`src/rtl/fir_coeff_sched.sv`:
```
// Sample-strobe / accumulate-enable generator and double-buffered coefficient bank
// for a chain of 3-tap transposed-FIR stages; swaps land atomically on a sample boundary.
module fir_coeff_sched #(
   parameter int NUM_STAGE = 4,
   parameter int DIV       = 40,
   parameter int COEFF_W   = 16
) (
   input  logic                             iClk_12M,
   input  logic                             iRsn,
   input  logic                             iRun,
   input  logic                             iCoeffWr,
   input  logic [3:0]                       iCoeffAddr,
   input  logic [COEFF_W-1:0]               iCoeffData,
   input  logic                             iCoeffUpdate,
   output logic                             oEnSample_300k,
   output logic                             oEnAcc,
   output logic [NUM_STAGE*3*COEFF_W-1:0]   oCoeff,
   output logic                             oPending,
   output logic                             oCoeffAck,
   output logic                             oWrErr
);

   localparam int                 NUM_W    = NUM_STAGE * 3;
   localparam int                 CNT_W    = $clog2(DIV);
   localparam logic [CNT_W-1:0]   CNT_LAST = CNT_W'(DIV - 1);
   localparam logic [4:0]         ADDR_LIM = 5'(NUM_W);

   typedef enum logic [0:0] {
      ST_IDLE    = 1'b0,
      ST_PENDING = 1'b1
   } state_t;

   state_t                          state_r;
   state_t                          state_s;
   logic [CNT_W-1:0]                cnt_r;
   logic [NUM_W-1:0][COEFF_W-1:0]   shadow_r;
   logic [NUM_W-1:0][COEFF_W-1:0]   active_r;
   logic                            strobe_s;
   logic                            addr_ok_s;
   logic                            wr_ok_s;
   logic                            wr_err_s;
   logic                            swap_s;
   logic                            acc_r;
   logic                            ack_r;
   logic                            err_r;

   assign strobe_s  = iRun & (cnt_r == CNT_LAST);
   assign addr_ok_s = ({1'b0, iCoeffAddr} < ADDR_LIM);

   // Sample period counter; held at zero while timing is stopped.
   always_ff @(posedge iClk_12M or negedge iRsn) begin
      if (!iRsn) begin
         cnt_r <= '0;
      end else if (!iRun) begin
         cnt_r <= '0;
      end else if (cnt_r == CNT_LAST) begin
         cnt_r <= '0;
      end else begin
         cnt_r <= cnt_r + CNT_W'(1);
      end
   end

   // Swap FSM state register.
   always_ff @(posedge iClk_12M or negedge iRsn) begin
      if (!iRsn) begin
         state_r <= ST_IDLE;
      end else begin
         state_r <= state_s;
      end
   end

   // Next state, write acceptance and swap decision.
   always_comb begin
      state_s  = state_r;
      wr_ok_s  = 1'b0;
      wr_err_s = 1'b0;
      swap_s   = 1'b0;
      case (state_r)
         ST_IDLE: begin
            // A strobe in the same cycle as the request is too early to swap on.
            if (iCoeffUpdate) begin
               state_s = ST_PENDING;
            end else begin
               state_s = ST_IDLE;
            end
            wr_ok_s  = iCoeffWr & addr_ok_s;
            wr_err_s = iCoeffWr & ~addr_ok_s;
         end
         ST_PENDING: begin
            if (strobe_s) begin
               state_s = ST_IDLE;
               swap_s  = 1'b1;
            end else begin
               state_s = ST_PENDING;
            end
            wr_err_s = iCoeffWr;
         end
         default: begin
            state_s = ST_IDLE;
         end
      endcase
   end

   // Coefficient banks and registered pulse outputs.
   always_ff @(posedge iClk_12M or negedge iRsn) begin
      if (!iRsn) begin
         shadow_r <= '0;
         active_r <= '0;
         acc_r    <= 1'b0;
         ack_r    <= 1'b0;
         err_r    <= 1'b0;
      end else begin
         if (wr_ok_s) begin
            shadow_r[iCoeffAddr] <= iCoeffData;
         end
         if (swap_s) begin
            active_r <= shadow_r;
         end
         acc_r <= strobe_s;
         ack_r <= swap_s;
         err_r <= wr_err_s;
      end
   end

   assign oEnSample_300k = strobe_s;
   assign oEnAcc         = acc_r;
   assign oCoeff         = active_r;
   assign oPending       = (state_r == ST_PENDING);
   assign oCoeffAck      = ack_r;
   assign oWrErr         = err_r;

endmodule

```
`config.mk`:
```
export PLATFORM = sky130hd
export DESIGN_NAME = fir_coeff_sched
export DESIGN_NICKNAME = d
export VERILOG_FILES = /design/src/rtl/fir_coeff_sched.sv
export SDC_FILE = /design/constraint.sdc
export NUM_CORES = 1
export LEC_CHECK = 0
export BUFFER_PORTS_ARGS = -buffer_cell sky130_fd_sc_hd__clkbuf_2
export CORE_ASPECT_RATIO = 1.2
export CORE_MARGIN = 5
export CORE_UTILIZATION = 56
export DETAILED_ROUTE_END_ITERATION = 12
export PLACE_DENSITY = 0.79
export SYNTH_ARGS = -nofsm -noshare
export SYNTH_HDL_FRONTEND = slang
export SYNTH_SLANG_ARGS = --single-unit
```
`constraint.sdc`:
```
create_clock -name iClk_12M -period 5.4 [get_ports iClk_12M]
set_clock_uncertainty 0.05 [all_clocks]
set_input_delay 1.35 -clock iClk_12M [delete_from_list [all_inputs] [get_ports iClk_12M]]
set_output_delay 1.35 -clock iClk_12M [all_outputs]
set_load 0.03 [all_outputs]
```
==> flow_summary_export.csv <==
group,metric,value,unit
sta,rsz0062_at_grt,"no",
sta,report.final.slew_viol_count,0,
logic_synthesis,yosysTopAreaCell,"dfrtp_1",
global_route,track_usage,21.66,%
clock_network,cts_tree,"done",
run_status,status,"complete, no violations",
drt,drt_iter0_markers,377,
logic_synthesis,synth-seq-area-share,66.86,%
placed_design,io_buffers,221,
power,powerDensity,341.3,nW/µm²
sta,setup_ws,2004,ps
placed_design,dp_hpwl,19800,µm
power,leakage,0.009440,µW
finish,fin_util,66.61,%
drt,wl_per_cell,21.76,µm
finish,final_nets,1114,
logic_synthesis,synth_flop_cell,"dfrtp_1",
finish,n_fill_cell,1820,
sta,setup_tns,0,ps
floorplan,num_rows,65,
logic_synthesis,synth-edff-count,0,
global_route,grt_overflow,0,
power,p_comb_share,2.5,%
finish,drive_gt1_share,58.71,%
flow_run,drv_cap,0,
drt,drc,0,
global_route,first_global_vias,8556,
logic_synthesis,ys_ff_latch,394,
global_route,grt_antenna_before_repair,0,
floorplan,start_util,56.48,%
floorplan,dieArea,29690,µm²
clock_network,clock_path_buffers,3,
clock_network,cts_setup_buffers,0,
logic_synthesis,ys_async_sr_fraction,100.0,%
floorplan,die_h,187.8,µm
global_route,grt_pass1_wl,50090,µm
clock_network,worstSkewPairLatency,510,ps
logic_synthesis,syn_area_per_cell,16.87,µm²
finish,register_area,9859,µm²
clock_network,clk_pin_slew,60,ps
critical_path,end_kind,"output pin",
logic_synthesis,yosys.area.top_type_share,66.86,%
drt,antenna_left,0,
logic_synthesis,ys_types,25,
critical_path,crit_type,"in2out",
logic_synthesis,yosys_warnings,0,
critical_path,required,4000,ps
placed_design,place_ws,2001,ps
clock_network,htreeDepth,2,
power,seqPwrFrac,50.6,%
power,p_int,4714,µW
clock_network,cts_buffers,38,
sta,setup-violations-final,0,
floorplan,die_x,158.1,µm
sta,fin_crit_sh,62.89,%
power,p_switching,1221,µW
sta,maxSlewHeadroom,26.47,%
placed_design,globalplace.congestion,0.7708,
sta,fmax,294.5,MHz
sta,worst_pin_slew,1103,ps
clock_network,cts_sinks,394,
logic_synthesis,synth.area.top_cells,"dfrtp_1 (67%), mux2_2 (28%), mux2_1 (1.6%)",
clock_network,ctsHoldBuffers,0,
finish,multi_input_area,4584,µm²
drt,routed_wl,31530,µm
critical_path,cp.arrival,2000,ps
logic_synthesis,syn_inst,874,
critical_path,crit_fanout,4,
sta,hold_viol,0,
sta,fin_crit,3396,ps
logic_synthesis,synth_nets,900,
critical_path,startpoint_type,"primary input",
drt,vias,7928,
hold_path,hold_class,"reg2reg",
power,irDropWorstVdd,0.2332,mV
power,p_clk_share,47.0,%
power,swShare,20.57,%
logic_synthesis,synthesis.area,14750,µm²
finish,area_growth_syn_to_layout,17.94,%
floorplan,core_area,26110,µm²
clock_network,cts-root-buf,"clkbuf_16",
drt,firstDrtPassIters,4,
floorplan,ios,222,
drt,via_per_inst,5.471,
global_route,grt_max_degree,195,
finish,n_antenna_cell,0,
clock_network,cts_resized,0,
-- placed cells by master (no fill, tap or decap), drive strengths merged, types with 3 or more instances in the layout --
master  instances
dfrtp         394
mux2          384
clkbuf        268
nand2          12
clkinv         10
nor2            7
bufinv          6
buf             6
nor2b           3
and3            3
-- state kept, by name, indices dropped and copies added, names as in the netlist --
| signal | flops |
|---|---|
| oWrErr | 1 |
| oCoeff | 192 |
| oCoeffAck | 1 |
| oPending | 1 |
| shadow_r | 192 |
| cnt_r | 6 |
| oEnAcc | 1 |
-- area by class of cell --
| type | instances | area share (%) |
|---|---|---|
| Sequential cell | 394 | 56.69 |
| Multi-Input combinational cell | 427 | 26.36 |
| Timing Repair Buffer | 226 | 6.921 |
| Clock buffer | 48 | 6.152 |
| Tap cell | 335 | 2.410 |
| Clock inverter | 18 | 1.439 |
| Inverter | 1 | 0.02158 |
-- power groups by stage --
stage	clock network (µW)	logic, µW	registers (µW)
2_1_floorplan	0	44.9	3050
3_3_place_gp	0	148	3050
3_5_place_dp	0	152	3060
4_1_cts	2850	152	3000
5_1_grt	2960	165	3000
6_report	2790	146	3000
-- synth_stat cells, types with 2 or more instances --
master    instances
o21ai_0           2
a21oi_1           2
clkbuf_1         19
and4bb_1          2
mux2_1           21
and3_1            3
buf_4            12
xor2_1            2
buf_6             6
nor2b_1           3
mux2_2          363
nor2_1            7
dfrtp_1         394
nand2_1          12
nand3_1           2
buf_2            15
-- through the flow --
| step | total power (µW) | cells | area [µm²] | hold slack, ps |
|---|---|---|---|---|
| 4_1_cts | 5999 | 1449 | 17390 | 411.7 |
| 2_1_floorplan | 3096 | 874 | 14750 | 382.9 |
| 3_5_place_dp | 3207 | 1383 | 16070 | 403.0 |
| 5_1_grt | 6131 | 1449 | 17390 | 434.2 |
| 6_report | 5934 | 1449 | 17390 | 409.2 |
| 3_3_place_gp | 3201 | 1383 | 16070 | 396.4 |
-- per-layer routing --
metal  up-vias  wire length, µm  global-route usage, %
li1       3495                -                      -
met1      4176            13410                  30.33
met2       202            15420                  34.70
met3        55             1859                  4.086
met4         0              845                  6.728
met5         -                0                      0
-- worst paths after layout --
| kind | from | end | slack (ps) | depth (start not counted) |
|---|---|---|---|---|
| setup reg to reg | cnt_r[3] | oCoeff[81] | 2780 | 4 |
| max in group asynchronous | iRsn | oCoeff[17] | 3190 | 2 |
| hold reg to reg | cnt_r[0] | cnt_r[0] | 410 | 1 |
| setup / recovery | iRun | oEnSample_300k | 2000 | 4 |
| hold / removal | cnt_r[0] | cnt_r[0] | 410 | 1 |
| min in group asynchronous | iRsn | shadow_r[142] | 870 | 1 |
-- cell families after synthesis --
| logic type | after synthesis | share of synthesized area, % |
|---|---|---|
| adder cells (fa/ha/maj) | 1 | 0.08484 |
| AO/OA/AOI/OAI | 4 | 0.1358 |
| buffers and inverters | 53 | 2.087 |
| AND/OR/NAND/NOR | 35 | 1.324 |
| multiplexers | 384 | 29.33 |
| flip-flops | 394 | 66.86 |
| XOR/XNOR | 3 | 0.1782 |
-- critical path: stages --
cell and delay (ps):
clkbuf_2 110, inv_1 60, nor3_1 220, clkbuf_2 250
No activity file was read; power rests on OpenSTA's default activity.
